[config.mk]
export PLATFORM = sky130hd
export DESIGN_NAME = cons_solve_ctrl
export DESIGN_NICKNAME = d
export VERILOG_FILES = /design/src/rtl/cons_solve_ctrl.sv
export SDC_FILE = /design/constraint.sdc
export NUM_CORES = 1
export LEC_CHECK = 0
export CAP_MARGIN = 15
export CORE_MARGIN = 1.5
export CORE_UTILIZATION = 43
export DETAILED_ROUTE_END_ITERATION = 6
export PLACE_DENSITY = 0.85
export SYNTH_ARGS = -nofsm -noshare
export SYNTH_HDL_FRONTEND = slang
export SYNTH_SLANG_ARGS = --single-unit
[constraint.sdc]
create_clock -name clk -period 1.9 [get_ports clk]
set_clock_uncertainty 0.2 [all_clocks]
set_input_delay 0.38 -clock clk [delete_from_list [all_inputs] [get_ports clk]]
set_output_delay 0.38 -clock clk [all_outputs]
set_load 0.05 [all_outputs]
[src/rtl/cons_solve_ctrl.sv]
// cons_solve_ctrl: sequencing controller for the combinational constraint-split network.
//
// A 32-bit Galois LFSR generates candidate stimulus words. Each candidate is registered
// onto cand_o, allowed SETTLE_CYC cycles to propagate through the split network, and the
// constraint bits are then sampled. The first candidate that satisfies every enabled
// constraint is returned over a valid/ready handshake. The number of tries is bounded by
// 2^TRY_W - 1; exhausting it raises a one-cycle fail_o pulse.
//
// Ports:
//   clk, rst_n    clock, asynchronous active-low reset
//   start_i       begin a solve (IDLE only)
//   abort_i       return to IDLE from any state, highest priority
//   seed_load_i   load seed_i into the LFSR (IDLE only); a zero seed becomes 32'h1
//   seed_i        LFSR seed
//   cons_en_i     per-constraint enable mask
//   cons_ok_i     constraint results from the split network
//   cand_o        registered candidate word driven to the split network
//   sol_valid_o   solution available
//   sol_ready_i   consumer accepts the solution
//   sol_data_o    satisfying candidate
//   tries_o       candidates evaluated in the current or last solve
//   busy_o        high in every state except IDLE
//   fail_o        one-cycle pulse when the try limit is exhausted

module cons_solve_ctrl #(
    parameter int unsigned NUM_CONS   = 16,
    parameter int unsigned SETTLE_CYC = 1,
    parameter int unsigned TRY_W      = 10
) (
    input  logic                clk,
    input  logic                rst_n,
    input  logic                start_i,
    input  logic                abort_i,
    input  logic                seed_load_i,
    input  logic [31:0]         seed_i,
    input  logic [NUM_CONS-1:0] cons_en_i,
    input  logic [NUM_CONS-1:0] cons_ok_i,
    output logic [31:0]         cand_o,
    output logic                sol_valid_o,
    input  logic                sol_ready_i,
    output logic [31:0]         sol_data_o,
    output logic [TRY_W-1:0]    tries_o,
    output logic                busy_o,
    output logic                fail_o
);

    localparam int unsigned   CntW       = (SETTLE_CYC > 1) ? $clog2(SETTLE_CYC) : 1;
    localparam logic [CntW-1:0] SettleLast = CntW'(SETTLE_CYC - 1);
    localparam logic [31:0]   LfsrPoly   = 32'h8020_0003;

    typedef enum logic [2:0] {
        StIdle,
        StGen,
        StEval,
        StCheck,
        StHold
    } state_e;

    state_e            state_q, state_d;
    logic [31:0]       lfsr_q, lfsr_d;
    logic [31:0]       cand_q, cand_d;
    logic              sol_valid_q, sol_valid_d;
    logic [31:0]       sol_data_q, sol_data_d;
    logic [TRY_W-1:0]  tries_q, tries_d;
    logic              fail_q, fail_d;
    logic [CntW-1:0]   cnt_q, cnt_d;

    logic [31:0]       lfsr_next;
    logic              cons_pass;

    // Galois right-shift step.
    function automatic logic [31:0] lfsr_step(input logic [31:0] s);
        return {1'b0, s[31:1]} ^ (s[0] ? LfsrPoly : 32'h0);
    endfunction

    assign lfsr_next = lfsr_step(lfsr_q);
    // Disabled constraints are forced true, so an all-zero mask always passes.
    assign cons_pass = &(cons_ok_i | ~cons_en_i);

    always_comb begin
        state_d     = state_q;
        lfsr_d      = lfsr_q;
        cand_d      = cand_q;
        sol_valid_d = sol_valid_q;
        sol_data_d  = sol_data_q;
        tries_d     = tries_q;
        fail_d      = 1'b0;
        cnt_d       = cnt_q;

        if (abort_i) begin
            // LFSR, candidate and try count are deliberately left untouched.
            state_d     = StIdle;
            sol_valid_d = 1'b0;
        end else begin
            unique case (state_q)
                StIdle: begin
                    // Seed is loaded on this edge, so a simultaneous start uses it in GEN.
                    if (seed_load_i) begin
                        lfsr_d = (seed_i == 32'h0) ? 32'h1 : seed_i;
                    end
                    if (start_i) begin
                        tries_d = '0;
                        state_d = StGen;
                    end
                end
                StGen: begin
                    cand_d  = lfsr_next;
                    lfsr_d  = lfsr_next;
                    tries_d = tries_q + 1'b1;
                    cnt_d   = '0;
                    state_d = StEval;
                end
                StEval: begin
                    if (cnt_q == SettleLast) begin
                        state_d = StCheck;
                    end else begin
                        cnt_d = cnt_q + 1'b1;
                    end
                end
                StCheck: begin
                    if (cons_pass) begin
                        sol_data_d  = cand_q;
                        sol_valid_d = 1'b1;
                        state_d     = StHold;
                    end else if (tries_q == '1) begin
                        fail_d  = 1'b1;
                        state_d = StIdle;
                    end else begin
                        state_d = StGen;
                    end
                end
                StHold: begin
                    if (sol_valid_q && sol_ready_i) begin
                        sol_valid_d = 1'b0;
                        state_d     = StIdle;
                    end
                end
                default: begin
                    state_d = StIdle;
                end
            endcase
        end
    end

    always_ff @(posedge clk or negedge rst_n) begin
        if (!rst_n) begin
            state_q     <= StIdle;
            lfsr_q      <= 32'h1;
            cand_q      <= 32'h0;
            sol_valid_q <= 1'b0;
            sol_data_q  <= 32'h0;
            tries_q     <= '0;
            fail_q      <= 1'b0;
            cnt_q       <= '0;
        end else begin
            state_q     <= state_d;
            lfsr_q      <= lfsr_d;
            cand_q      <= cand_d;
            sol_valid_q <= sol_valid_d;
            sol_data_q  <= sol_data_d;
            tries_q     <= tries_d;
            fail_q      <= fail_d;
            cnt_q       <= cnt_d;
        end
    end

    assign cand_o      = cand_q;
    assign sol_valid_o = sol_valid_q;
    assign sol_data_o  = sol_data_q;
    assign tries_o     = tries_q;
    assign busy_o      = (state_q != StIdle);
    assign fail_o      = fail_q;

endmodule

# [Word level (Yosys, flattened, before mapping)]
# Index checks and enable logic that the tools add are counted.
[classes] n_reduce_logical=15 eq_ne=11 bitwise_logic=4 add_sub_neg=2 mux=23
[op_table] op="$mux W32" count=3
[op_table] op="$pmux W32 S2" count=1
[op_table] op="$logic_not A32 Y1" count=1
[op_table] op="$xor A31 B32 Y32" count=1
[op_table] op="$pmux W10 S2" count=1
[op_table] op="$reduce_and A18 Y1" count=1
[op_table] op="$not A16 Y16" count=1
[op_table] op="$or A16 B16 Y16" count=1
[op_table] op="$reduce_and A16 Y1" count=1
[op_table] op="$mux W3" count=5
[op_table] op="$pmux W3 S5" count=1
[op_table] op="$ne A3 B3 Y1 const B" count=4
[op_table] op="$reduce_and A3 Y1" count=4
[op_table] op="$add A10 B1 Y10 const B" count=1
[op_table] op="$eq A10 B10 Y1 const B" count=1
[op_table] op="$mux W10" count=1
[op_table] op="$mux W1" count=9
[op_table] op="$eq A3 B2 Y1 const B" count=2
[op_table] op="$reduce_bool A3 Y1" count=2
[op_table] op="$ne A2 B2 Y1 const B" count=2
[op_table] op="$pmux W1 S2" count=2
[op_table] op="$reduce_and A2 Y1" count=2
[op_table] op="$reduce_bool A2 Y1" count=2
[op_table] op="$eq A3 B1 Y1 const B" count=1
[op_table] op="5 further kinds" count=5
[totals] out_inout_bits=77 ff_bits=112 input_bits=70 word_cells=63

# [Logic depth before layout (Yosys ltp)]
# Gate-level depths: netlist (run 1).
[depth] ltp_word=6 depth_mapped=7 depth_no_buf=6

# [Least setup slack after synthesis (run 1)]
# Ideal clock, no wire load.
[synth_timing] path_type="input to register" startpoint="input cons_ok_i[10]" endpoint="register sol_data_q[0], in the netlist sol_data_o[0]" n_path_buf=1 arrival_ns=1.665 setup_time_ns=0.125 path_slack_ns=-0.090 path_stages=6 required_time_ns=1.575 path_cell_list="nand2b_1 > o2111ai_1 > nor4_4 > nand4_4 > buf_6 > mux2_4"
[synth_via] elab_chain_cells=2
[synth_rtl] item="start, declared" line_no="37" source="input logic [NUM_CONS-1:0] cons_ok_i,"
[synth_rtl] item="$or A16 B16 Y16" line_no="78" source="assign cons_pass = &(cons_ok_i | ~cons_en_i);"
[synth_rtl] item="$reduce_and A18 Y1 (no source line)"
[synth_rtl] item="end signal, assigned" line_no="160" source="sol_data_q <= sol_data_d;"
[synth_rtl] item="end, declared" line_no="63" source="logic [31:0] sol_data_q, sol_data_d;"
# Every way passes these cells.
# A chain may end at the register's enable or synchronous reset.

# [Worst setup path after layout (run 1)]
[layout_timing] startpoint="register state_q[2]" endpoint="output busy_o"
[layout_via] elab_chain_cells=1
[layout_rtl] item="start, declared" line_no="59" source="state_e state_q, state_d;"
[layout_rtl] item="start signal, assigned" line_no="147" source="state_q <= StIdle;"
[layout_rtl] item="start signal, assigned" line_no="156" source="state_q <= state_d;"
[layout_rtl] item="$reduce_bool A3 Y1" line_no="171" source="assign busy_o = (state_q != StIdle);"
[layout_rtl] item="end, declared" line_no="43" source="output logic busy_o,"
# Every way passes these cells.

==> results.toml, run 1 <==
[outcome]
outcome = "complete, no violations"

[placement]
portBuffers = 146
place_hpwl_um = 9050
routabilityCongestion = 0.806
dp_slack_ps = -618

[setup_path]
end_kind = "output pin"
worstSetupPathType = "reg -> out"
arrival_ps = 1310
critPathRequiredTime_ps = 1320
worstSetupStartpointType = "register"
cp_max_fo = 3

[global_routing]
grt_pass1_wl_um = 20200
grt_max_degree = 45
grt_pass1_vias = 4147
grt.overflow.total = 0
grt_use_total_pct = 21.8
antenna_found_initial = 0

[drt]
post-route-drc-count = 0
vias_per_cell = 5.15
ant_nets = 0
routedWlPerCell_um = 16.7
wl_um = 13100
drt_iter0_drc = 246
routed.top_layer = "met4"
firstDrtPassIters = 4
drt-met1-wl_um = 5490
vias = 4038
met2WireLength_um = 6710
wl_met3_um = 623

[sta]
fmax_mhz = 530
relSlewSlack_pct = 72.9
rsz0062_at_grt = "yes"
setup_tns_ps = 0
period_share_pct = 99.3
fin_crit_ps = 1890
slew_violations = 0
finalHoldViolations = 0
worst_pin_slew_ps = 407
setup_ws_ps = 14.2
finalSetupViolCount = 0

[synth]
syn_nets = 529
ys_warn_count = 0
synth-seq-area-share_pct = 56.1
synth-main-ff-cell = "dfrtp_1"
synthArstFlopShare_pct = 100
synth_edf_count = 0
syn_area_um2 = 4960
syn_avg_cell_area_um2 = 10.8
yosys_register_bits = 111
ys_types = 39
syn_inst = 458

[die]
start_util_pct = 43.8
die_w_um = 110
die-area_um2 = 12200
num_rows = 39
coreArea_um2 = 11300
ios = 147
die_h_um = 110

[hold_path]
hp-class = "in -> reg"

[clocking]
htreeDepth = 3
cts.sinks = 111
clk_path_buf_depth = 2
cts_buffers = 9
cts-root-buf = "clkbuf_16"
cts_tree = "done"
clock_latency_ps = 340
clk_pin_slew_ps = 70

[run]
maxCapViolCount = 0

[power_and_ir_drop]
power_density_nw_per_um2 = 1200
peakVddDrop_v = 0.000942
leakagePower_nw = 3.70

[finish]
nets = 707
diodes = 0
area_growth_pct = 48.0
drive_gt1_share_pct = 35.7
kinds of logic after synthesis:
family | synth area share [%]
and+or+nand+nor | 17.0
xor gates and xnor gates | 1.41
adders and majority gates | 0.252
AOI/OAI and AO/OA | 6.74
DFF | 56.1
muxes | 15.6
buffers and inverters | 2.88
layer usage:
metal,up-vias,GRT usage (%)
met5,-,0
met4,0,6.78
met3,22,4.53
met2,126,38.1
met1,1987,26.9
li1,1903,-
path summary, 6_finish.rpt:
kind | from | to | slack (ps) | depth (start not counted)
max | state_q[2] | busy_o | 10 | 2
min | abort_i | state_q[2] | 180 | 2
max reg2reg | state_q[2] | lfsr_q[25] | 30 | 7
min reg2reg | lfsr_q[26] | cand_o[25] | 300 | 2
max in group asynchronous | rst_n | lfsr_q[0] | 570 | 3
min in group asynchronous | rst_n | cand_o[5] | 330 | 2
Yosys cell counts (6+ instances only):
library cell	count	share of area, %
nand2_1	134	10
dfrtp_1	110	56
o21ai_0	42	4.2
mux2_4	30	9.1
mux2i_1	30	6.1
clkbuf_1	12	0.91
nand2b_1	12	1.5
nor2_1	9	0.68
nor4_1	9	1.1
buf_2	6	0.61
nand3_1	6	0.61
xnor2_1	6	1.1
state kept, by name (all words and copies together), names as in the netlist:
signal       flops
cand_o          32
sol_valid_o      1
state_q          3
sol_data_o      32
fail_o           1
lfsr_q          32
tries_o         10
cell usage in the layout, fill, tap and decap left out, drive strengths merged, types with 2 or more instances in the layout:
cell,n
o21ai,44
nor4,10
xor2,2
o31ai,2
a21oi,4
nor2,9
mux2i,30
inv,5
o2111ai,4
nor3,2
clkbuf,22
buf,138
nand2,134
nand4,5
xnor2,6
clkdlybuf4s15,8
nand3,6
and3,2
dfrtp,110
mux2,32
clkdlybuf4s50,35
a21o,2
nand2b,12
nor3b,2
critical path, cell delays in order, from the launching register on:
cell and delay (ps):
dfrtp_2 420, or3_4 380, buf_8 160
power by group:
group / internal (mW) / switching (mW) / total [mW]
Sequential: 2.98 / 0.544 / 3.52
Combinational: 1.23 / 2.21 / 3.45
Clock: 1.03 / 0.819 / 1.85
Total: 5.24 / 3.58 / 8.82
repair_timing:
| action | in CTS | in global routing |
|---|---|---|
| hold buffers | 1 | 0 |
| cloned | 2 | 2 |
| gates resized for setup | 109 | 38 |
| buffers inserted | 8 | 5 |
| endpoints found under the hold margin | 28 | 0 |
| pin swaps | 7 | 5 |
| setup endpoints to repair | 34 | 78 |
per-stage QoR:
| stage | utilization, % | instance area [um2] | cells | total power, mW | hold slack (ps) |
|---|---|---|---|---|---|
| 2_1_floorplan | - | 5000 | 458 | 5.57 | -116 |
| 3_3_place_gp | 59.5 | 6740 | 751 | 6.78 | 128 |
| 3_5_place_dp | 59.5 | 6740 | 751 | 6.90 | 131 |
| 4_1_cts | 64.0 | 7250 | 778 | 8.79 | 299 |
| 5_1_grt | 64.8 | 7340 | 784 | 9.28 | 194 |
| 6_report | 64.8 | 7340 | 784 | 8.82 | 183 |
cell type report:
| cell class | count | area (um2) |
|---|---|---|
| multi-input cells | 317 | 2240 |
| clock inverters | 2 | 12.5 |
| clock buffers | 14 | 284 |
| well taps | 143 | 179 |
| fillers | 846 | 3980 |
| repair buffers | 192 | 1820 |
| flip-flops and latches | 111 | 2780 |
| inverters | 5 | 18.8 |
Note: power is estimated with default switching activity, not from simulation.
==> run 2: changes to the inputs <==
==> constraint.sdc (replaced) <==
create_clock -name clk -period 1.5 [get_ports clk]
set_clock_uncertainty 0.2 [all_clocks]
set_input_delay 0.3 -clock clk [delete_from_list [all_inputs] [get_ports clk]]
set_output_delay 0.3 -clock clk [all_outputs]
set_load 0.05 [all_outputs]
==> run 2 against run 1 <==
The run now ends with negative setup slack left. Total power increased by 59%. Clock power is 38% higher. Wire length up 51%. Register-to-register slack worse by 620 ps. Clock-buffer cell count is 4 lower. Non-clock buffer count up 40. Core utilization increased by 15 points. Critical path type is now reg -> reg.
==> results.toml, run 2 (synthesis gave the netlist of run 1 again) <==
[finish]
nets = 747
final_util_pct = 80.2
area_growth_pct = 83.1
drive_gt1_share_pct = 51.8
diodes = 0
stdcell_count = 824
final_common_cell = "dfrtp_1"
final_cell_mix = "dfrtp_1, buf_12, nand2_1, buf_4, o21ai_1"
fillerInstances = 526

[setup_path]
arrival_ps = 2100
cp_max_fo = 7
r2r_start = "state_q[2]"
regToRegSetupSlack_ps = -590
crit_buf_inv = 4
path_depth = 7
ff2ff_path_depth = 7
cpMaxStageDelayCell = "dfrtp_2"
worstSetupStartpointType = "register"
crit_chain = "buf_12, buf_6, nor3b_4, buf_6, buf_12, mux2i_1, o21ai_1"
end_kind = "register"
critPathTopFamily = "buffers and inverters"
worstSetupPathType = "reg -> reg"
critPathRequiredTime_ps = 1520
critical_path.max_stage_delay_ps = 440
rr_endpoint = "lfsr_q[27]"

[clocking]
htreeDepth = 3
cts.sinks = 111
clk_path_buf_depth = 2
clock_latency_ps = 360
cts_buffers = 9
clk_pin_slew_ps = 80
cts-root-buf = "clkbuf_16"
cts_tree = "done"

[sta]
fin_crit_ps = 2090
fmax_mhz = 479
finalHoldViolations = 0
setup_ws_ps = -586
relSlewSlack_pct = 70.7
worst_pin_slew_ps = 436
period_share_pct = 139
rsz0062_at_grt = "yes"
finalSetupViolCount = 117
slew_violations = 0

[hold_path]
hp-class = "in -> async"

[outcome]
violations = "negative setup slack"
outcome = "finished with violations"

[global_routing]
antenna_found_initial = 0
grt_max_degree = 36
grt_use_total_pct = 25.7
grt.overflow.total = 0
grt_pass1_vias = 4578
grt_pass1_wl_um = 23500

[placement]
portBuffers = 146
dp_slack_ps = -932
routabilityCongestion = 0.839
place_hpwl_um = 10300
place_inst = 773

[drt]
firstDrtPassIters = 6
vias_per_cell = 5.94
routedWlPerCell_um = 24.1
drt_iter0_drc = 525
post-route-drc-count = 0
vias = 4897
wl_um = 19800
ant_nets = 0

[power_and_ir_drop]
leakagePower_nw = 4.40
power_density_nw_per_um2 = 1540
peakVddDrop_v = 0.00131

[die]
die_w_um = 110
num_rows = 39
start_util_pct = 43.8
ios = 147
die-area_um2 = 12200
die_h_um = 110
coreArea_um2 = 11300

[run]
maxCapViolCount = 0
==> run 2: worst max path at each step <==
stage / slack, ps / start / endpoint
2_1_floorplan: -400 / cons_ok_i[8] / sol_data_o[0]
3_3_place_gp: -890 / cons_ok_i[9] / sol_data_o[18]
3_5_place_dp: -930 / cons_ok_i[9] / sol_data_o[24]
4_1_cts: -530 / state_q[2] / busy_o
5_1_grt: -600 / state_q[2] / lfsr_q[27]
6_report: -590 / state_q[2] / lfsr_q[27]
==> run 2: repair_timing <==
| action | CTS | global route |
|---|---|---|
| gates resized for setup | 98 | 161 |
| endpoints found under the setup margin | 118 | 120 |
| pin swaps | 6 | 80 |
| endpoints found under the hold margin | 110 | 0 |
| hold buffers | 1 | 0 |
| gates cloned | 2 | 11 |
| setup buffers | 1 | 22 |
==> run 2: power by group <==
part / switching [mW] / total [mW] / internal (mW)
registers: 1.23 / 5.00 / 3.77
logic: 3.44 / 6.44 / 3.01
clock network: 1.23 / 2.56 / 1.33
total: 5.90 / 14.0 / 8.11
==> run 2: area by class of cell <==
cell class              instances  area (um2)  share of cell area [%]
repair buffers                232        3180                    35.1
clock inverters                 6        77.6                   0.855
multi-input cells             317        2590                    28.6
flip-flops and latches        111        2790                    30.8
well taps                     143         179                    1.97
inverters                       5        18.8                   0.207
clock buffers                  10         229                    2.52
==> run 2: metal layers <==
| metal | wire, um | vias to the layer above | global-route usage (%) |
|---|---|---|---|
| met4 | 1250 | 0 | 11.1 |
| met5 | 0 | - | 0 |
| met3 | 1620 | 105 | 4.64 |
| met2 | 10300 | 368 | 45.3 |
| li1 | - | 1996 | - |
| met1 | 6690 | 2428 | 30.7 |
==> run 2: per-stage QoR <==
| step | total power [mW] | setup TNS, ps | hold WS [ps] | cell area [um2] |
|---|---|---|---|---|
| 6_report | 14.0 | -37900 | 155 | 9080 |
| 4_1_cts | 13.0 | -21950 | 165 | 8390 |
| 5_1_grt | 14.4 | -43950 | 197 | 9080 |
| 2_1_floorplan | 7.21 | -14420 | -196 | 5170 |
| 3_5_place_dp | 10.3 | -71970 | -10.8 | 7870 |
| 3_3_place_gp | 10.1 | -66990 | -10.3 | 7870 |
==> run 2: worst register-to-register path: stages (launching register included) <==
cell and delay, ps:
dfrtp_2 440, buf_12 140, buf_6 110, nor3b_4 190
buf_6 210, buf_12 160, mux2i_1 350, o21ai_1 150
==> run 3: changes to the inputs <==
--- a/config.mk
+++ b/config.mk
@@ -7,9 +7,10 @@
 export LEC_CHECK = 0
 export CAP_MARGIN = 15
 export CORE_MARGIN = 1.5
-export CORE_UTILIZATION = 43
+export CORE_UTILIZATION = 51
 export DETAILED_ROUTE_END_ITERATION = 6
-export PLACE_DENSITY = 0.85
+export PLACE_DENSITY = 0.93
 export SYNTH_ARGS = -nofsm -noshare
 export SYNTH_HDL_FRONTEND = slang
 export SYNTH_SLANG_ARGS = --single-unit
+export TNS_END_PERCENT = 5
==> constraint.sdc (replaced) <==
create_clock -name clk -period 2.6 [get_ports clk]
set_clock_uncertainty 0.2 [all_clocks]
set_input_delay 0.52 -clock clk [delete_from_list [all_inputs] [get_ports clk]]
set_output_delay 0.52 -clock clk [all_outputs]
set_load 0.05 [all_outputs]
==> run 3 against run 2 <==
The flow now finishes without violations. First-iteration DRC count decreased by 76%. Global-route usage decreased by 1.7 points. Combinational power decreased by 62%. Sequential share of layout area increased by 10 points. Non-clock buffer count decreased by 70. Total power decreased by 58%. Largest cell class is now registers. Critical path depth decreased by 6.
==> results.toml, run 3 (synthesis gave the netlist of run 1 again) <==
[sta]
fmax_mhz = 420
worst_pin_slew_ps = 534
relSlewSlack_pct = 64.3
setup_ws_ps = 222
period_share_pct = 91.5
rsz0062_at_grt = "no"
holdWs_ps = 302
fin_crit_ps = 2380
slew_violations = 0
finalHoldViolations = 0
finalSetupViolCount = 0

[setup_path]
r2r_start = "state_q[0]"
ff2ff_path_depth = 4
crit_chain = "clkdlybuf4s50_1"
rr_endpoint = "lfsr_q[18]"
worstSetupPathType = "reg -> out"
setup.worst_path.start = "tries_o[3]"
arrival_ps = 1660
cpMaxStageDelayCell = "clkdlybuf4s50_1"
critical_path.max_stage_delay_ps = 840
critPathTopFamily = "buffers and inverters"
critPathRequiredTime_ps = 1880
regToRegSetupSlack_ps = 650
end_kind = "output pin"
worstSetupStartpointType = "register"
cp_max_fo = 6
crit_buf_inv = 1

[finish]
final_util_pct = 73.0
final_cell_mix = "clkdlybuf4s50_1, nand2_1, dfrtp_1, o21ai_0"
final_area_um2 = 6810
drive_gt1_share_pct = 11.5
diodes = 0
nets = 677
area_growth_pct = 37.4
final_common_cell = "clkdlybuf4s50_1"

[clocking]
htreeDepth = 3
holdBufCountCts = 1
clk_pin_slew_ps = 100
clk_path_buf_depth = 2
cts_setup_buffers = 0
cts_buffers = 9
clock_latency_ps = 360
cts.sinks = 111
cts_tree = "done"
post_cts_resized = 0
cts-root-buf = "clkbuf_8"

[drt]
vias_per_cell = 5.28
routedWlPerCell_um = 15.8
ant_nets = 0
wl_um = 11700
firstDrtPassIters = 4
vias = 3903
drt_iter0_drc = 127
post-route-drc-count = 0

[die]
ios = 147
die-area_um2 = 10300
num_rows = 35
coreArea_um2 = 9330
die_h_um = 102
die_w_um = 102
start_util_pct = 53.1

[power_and_ir_drop]
leakagePower_nw = 3.18
power_density_nw_per_um2 = 869
report.power.total_mw = 5.92
peakVddDrop_v = 0.000361

[global_routing]
grt.overflow.total = 0
grt_pass1_vias = 4046
antenna_found_initial = 0
grt_use_total_pct = 23.9
grt_max_degree = 65
grt_pass1_wl_um = 19300

[placement]
routabilityCongestion = 0.776
placed_area_um2 = 6630
dp_slack_ps = -140
portBuffers = 146
place_hpwl_um = 8790

[hold_path]
whs_path_depth = 2
min_to = "cand_o[13]"
hp-start = "lfsr_q[14]"
hp-class = "reg -> reg"

[run]
maxCapViolCount = 0

[outcome]
outcome = "complete, no violations"
==> run 3: metrics by stage <==
stage,std cells,setup TNS (ps)
after global routing,739,0
after detailed placement,723,-4080
after floorplan,458,0
final,739,0
after global placement,723,-2250
after CTS,739,0
==> run 3: worst max-delay path by stage <==
stage / endpoint / cells after the start
4_1_cts: tries_o[2] / 1
3_3_place_gp: sol_data_o[18] / 7
3_5_place_dp: sol_data_o[29] / 7
2_1_floorplan: sol_data_o[0] / 6
5_1_grt: tries_o[2] / 1
6_report: tries_o[3] / 1
==> run 3: final cells by class <==
class / count / area [um2]
clock buffer: 9 / 124
clock inverter: 6 / 47.5
fill: 630 / 2520
inverter: 5 / 18.8
multi-input combinational: 317 / 2050
sequential: 111 / 2780
tap: 129 / 161
timing repair buffer: 162 / 1630
==> run 3: routing by layer <==
metal,GRT usage [%],vias to the layer above,part of all wire [%]
li1,-,1839,-
met1,30.8,1898,42
met2,41.6,148,51
met3,4.00,18,6.0
met4,7.37,0,1.4
met5,0,-,0
==> run 3: power by group <==
part / leakage [nW] / switching (mW) / internal [mW] / total (mW)
clock: 0.0792 / 0.580 / 0.350 / 0.930
sequential: 1.46 / 0.401 / 2.17 / 2.57
combinational: 1.64 / 1.55 / 0.865 / 2.42
total: 3.18 / 2.53 / 3.39 / 5.92
==> patch 1 (settings of run 1) <==
`sol_data_q` no longer has a reset.
--- a/src/rtl/cons_solve_ctrl.sv
+++ b/src/rtl/cons_solve_ctrl.sv
@@ -148,7 +148,6 @@
             lfsr_q      <= 32'h1;
             cand_q      <= 32'h0;
             sol_valid_q <= 1'b0;
-            sol_data_q  <= 32'h0;
             tries_q     <= '0;
             fail_q      <= 1'b0;
             cnt_q       <= '0;
@@ -157,11 +156,14 @@
             lfsr_q      <= lfsr_d;
             cand_q      <= cand_d;
             sol_valid_q <= sol_valid_d;
-            sol_data_q  <= sol_data_d;
             tries_q     <= tries_d;
             fail_q      <= fail_d;
             cnt_q       <= cnt_d;
         end
+    end
+
+    always_ff @(posedge clk) begin
+        sol_data_q <= sol_data_d;
     end
 
     assign cand_o      = cand_q;
Check against the original RTL: not equivalent (a bounded check fails within 10 cycles, from zero or initial values and one cycle with rst_n low; the reset may be asserted at any time).
==> patch 1 against run 1 <==
Power grew 5.4%; fmax shrank 5.8%; utilization grew 2.6 points; routed wire length shrank 7.6%; non-clock buffer count shrank 5; sequential power grew 11%; first-iteration DRC count shrank 46%; critical path depth grew 1; register-to-register slack lost 0.05 ns; critical path type unchanged; largest cell class unchanged; worst setup slack lost 0.12 ns; the run now ends with negative setup slack left; synthesized area shrank 5.5%; sequential cell count is the same; cell area shrank 3.8%.
==> patch 1: results <==
set metrics [dict create \
    status "finished with violations" \
    failed_checks "negative setup slack" \
    fin_tns_setup_ns -0.948 \
    async_reset_ff_frac 0.712 \
    dp_hpwl_um 8330 \
    setup_viol 40 \
    wl_met2_um 6430 \
    r2r-start "state_q[2]" \
    wl_met3_um 632 \
    crit_end "busy_o" \
    viasPerCell 5.21 \
    fin_nets 619 \
    drtPass1Iterations 4 \
    ys_warn_count 0 \
    diodes 0 \
    rr_worst_depth 8 \
    crit_path_max_fanout 2 \
    drive_above_1_share 0.331 \
    synthTopCellsByArea "dfrtp_1, edfxtp_1, mux2_1" \
    cts_root_buf "clkbuf_8" \
    drt-met1-wl_um 4790 \
    layout_setup_ws_ns -0.102 \
    syn_nets 439 \
    numPortBuffers 146 \
    vdd_drop_max_mv 0.958 \
    switching_share 0.417 \
    highest_layer "met4" \
    hp-class "in2async" \
    critPathArrivalTime_ns 1.42 \
    ys_types 42 \
    synth_most_common_cell "dfrtp_1" \
    power_leakage_uw 0.00303 \
    cts_made_buffers 9 \
    clockBufferDepth 2 \
    ys_seq_area_frac 0.627 \
    grt_pass1_wl_um 19300 \
    worstSkewPairLatency_ns 0.37 \
    reg2reg_slack_ns -0.02 \
    nFillCells 737 \
    grt_max_degree 36 \
    synth_edf_count 32 \
    htree_levels 3 \
    pre_cts_ws_ns -0.765 \
    reg2reg_to "sol_data_o[28]" \
    tightest_slew_ns 0.429 \
    drt_iter0_markers 134 \
    yosys-top-cells-count "dfrtp_1, nand2_1, o21ai_0, edfxtp_1" \
    antenna_found_initial 0 \
    wirelength_um 12100 \
    grt.total_usage 0.217 \
    cts.clk_slew.worst_paths_ns 0.11 \
    grt_pass1_vias 3787 \
    startpoint "state_q[1]" \
    gp_congestion 0.857 \
]
patch 1: critical path: stages, from the launching register on:
cell and delay (ns):
dfrtp_1 0.41, buf_6 0.12, or3_4 0.38, buf_8 0.16
patch 1: final cells by class:
class | count | area share
tap | 136 | 0.0241
clock buffer | 10 | 0.0195
timing repair buffer | 187 | 0.263
inverter | 7 | 0.00372
clock inverter | 6 | 0.00957
multi-input combinational | 232 | 0.263
sequential | 111 | 0.417
patch 1: through the flow:
stage / area (um2) / power, uW / cells / utilization
2_1_floorplan: 4690 / 6180 / 368 / -
3_3_place_gp: 6450 / 7500 / 658 / 0.616
3_5_place_dp: 6450 / 7650 / 658 / 0.616
4_1_cts: 6980 / 9170 / 686 / 0.667
5_1_grt: 7060 / 9810 / 689 / 0.674
6_report: 7060 / 9300 / 689 / 0.674
patch 1: power groups by stage:
stage / clock network (uW) / registers [uW] / logic [uW]
6_report: 1440 / 3910 / 3940
5_1_grt: 1560 / 4030 / 4220
4_1_cts: 1460 / 3900 / 3800
3_5_place_dp: 0 / 3940 / 3710
3_3_place_gp: 0 / 3880 / 3620
2_1_floorplan: 0 / 4890 / 1290
patch 1: how the worst min path moves through the flow:
stage | slack, ns | endpoint | cells past startpoint | from
2_1_floorplan | -0.12 | cand_o[0] | 0 | rst_n
3_3_place_gp | 0.14 | cand_o[2] | 1 | rst_n
3_5_place_dp | 0.15 | cand_o[2] | 1 | rst_n
4_1_cts | 0.28 | cand_o[2] | 2 | rst_n
5_1_grt | 0.29 | sol_data_o[19] | 0 | cand_o[19]
6_report | 0.28 | cand_o[2] | 2 | rst_n
patch 1: timing repair:
action	in CTS	in global routing
gates cloned	3	2
pin swaps	7	6
setup buffers	8	2
endpoints found under the setup margin	42	97
hold endpoints to repair	29	0
hold buffers	1	0
gates resized for setup	85	56
patch 1: cell families (layout without fill, tap and decap cells):
logic type      count (synthesis)  count (layout)  synth area share
mux                            59              59             0.134
xor+xnor                        7               7            0.0131
fa+ha+maj                       1               1           0.00267
buf+inv                        25             210            0.0278
compound gates                 65              65            0.0812
simple gates                  100             100             0.114
flops                         111             111             0.627
patch 1: routing by layer:
layer,global-route usage,vias to the layer above
met3,0.0508,24
met1,0.259,1767
met4,0.0724,0
met2,0.384,107
li1,-,1691
met5,0,-
==> patch 2 (flow settings as in run 1) <==
Made on the original files. `NUM_CONS`: 16 -> 18.
--- a/src/rtl/cons_solve_ctrl.sv
+++ b/src/rtl/cons_solve_ctrl.sv
@@ -23,7 +23,7 @@
 //   fail_o        one-cycle pulse when the try limit is exhausted
 
 module cons_solve_ctrl #(
-    parameter int unsigned NUM_CONS   = 16,
+    parameter int unsigned NUM_CONS   = 18,
     parameter int unsigned SETTLE_CYC = 1,
     parameter int unsigned TRY_W      = 10
 ) (
Interface: changed (resized cons_en_i and cons_ok_i); port bits go from 147 to 151. No check against the original RTL was run, so the function may have changed too.
==> patch 2 against run 1 <==
The flow now finishes with violations (negative setup slack); global-route usage is 1.6 points higher; worst setup slack worse by 0.091 ns; critical path type unchanged; synthesized cell count is 11% lower; power is 15% higher; sequential power is 7.1% higher; cell area is 6.0% higher; routed wire length is 12% higher; sequential cell count stayed put; synthesized area is 0.93% lower.
==> patch 2: results <==
set metrics [dict create \
    status "finished with violations" \
    failed_checks "negative setup slack" \
    layout_setup_ws_ns -0.0770 \
    grt.total_usage 0.234 \
    drive_above_1_share 0.414 \
    synthMuxAreaShare 0.201 \
    cts_setup_buffers 12 \
    fin_nets 684 \
    clk-power_uw 1890 \
    dp_hpwl_um 8840 \
    synth-main-ff-cell "dfrtp_1" \
    setup_viol 33 \
    wire_per_inst_um 19.5 \
    syn_nets 484 \
    synthTopCellsByArea "dfrtp_1, mux2_2, mux2i_1" \
    numPortBuffers 150 \
    synth_fa_ha_area_frac 0.00255 \
    viasPerCell 5.39 \
    seq-power_uw 3770 \
    grt_max_degree 61 \
    drt-met1-wl_um 5820 \
    yosys-top-cells-count "dfrtp_1, mux2_2, nand2_1, o21ai_0, mux2i_1" \
    placed_cell_area_um2 6810 \
    met3_usage 0.0379 \
    gp_congestion 0.846 \
    drtPass1Iterations 5 \
    drt_iter0_markers 156 \
    grt_pass1_wl_um 21000 \
    vdd_drop_max_mv 0.796 \
    max_slew_margin 0.726 \
    ys_types 46 \
    ys_seq_area_frac 0.566 \
    power_leakage_uw 0.00377 \
    crit_path_max_fanout 2 \
    grt_pass1_vias 4079 \
    cts_resized 76 \
    use_met1 0.286 \
    wl_met3_um 912 \
    switching_share 0.396 \
    synth_compound_area_frac 0.0696 \
    synth_xor_area_frac 0.0143 \
    fin_tns_setup_ns -1.30 \
    use_met2 0.408 \
    wl_met2_um 7490 \
    hp-class "in2reg" \
]
==> patch 2: changes by cell type after synthesis, moves of 4 or more <==
cell and delta:
mux2_2 +60, inv_1 +4, nand2_1 -83, nor2_1 +8, mux2_4 -30, clkbuf_1 -4
==> patch 2: cell families (layout without fill, tap and decap cells) <==
logic type / count (synthesis) / in the layout
AOI/OAI and AO/OA: 58 / 58
xor gates and xnor gates: 8 / 8
adders and majority gates: 1 / 1
buffers and inverters: 31 / 236
DFF: 111 / 111
muxes: 91 / 91
and+or+nand+nor: 109 / 109
==> patch 2: final timing paths <==
| check | from | end | slack [ns] | cells past startpoint |
|---|---|---|---|---|
| max reg2reg | state_q[2] | cand_o[9] | -0.05 | 6 |
| max in group asynchronous | rst_n | lfsr_q[0] | 0.79 | 3 |
| min | abort_i | sol_valid_o | 0.30 | 3 |
| min reg2reg | sol_data_o[20] | sol_data_o[20] | 0.31 | 1 |
| max | state_q[2] | busy_o | -0.08 | 3 |
| min in group asynchronous | rst_n | sol_data_o[28] | 0.38 | 3 |
==> patch 2: layout make-up <==
cell class / count / area (um2)
clock inverter: 3 / 42.5
multi-input combinational: 267 / 2290
inverter: 9 / 33.8
clock buffer: 13 / 250
tap: 140 / 175
timing repair buffer: 211 / 2200
sequential: 111 / 2780
fill: 730 / 3210
==> patch 2: critical path: stages (launching register included) <==
cell     delay (ns)
dfrtp_1        0.40
buf_6          0.12
or3_4          0.37
buf_8          0.16
==> patch 2: metrics by stage <==
stage,worst slack [ns],instances,total power [uW]
final,-0.0770,754,10200
after global routing,-0.107,754,10600
after CTS,-0.0745,749,9850
after detailed placement,-0.476,715,7520
after global placement,-0.455,715,7370
after floorplan,-0.105,409,6080
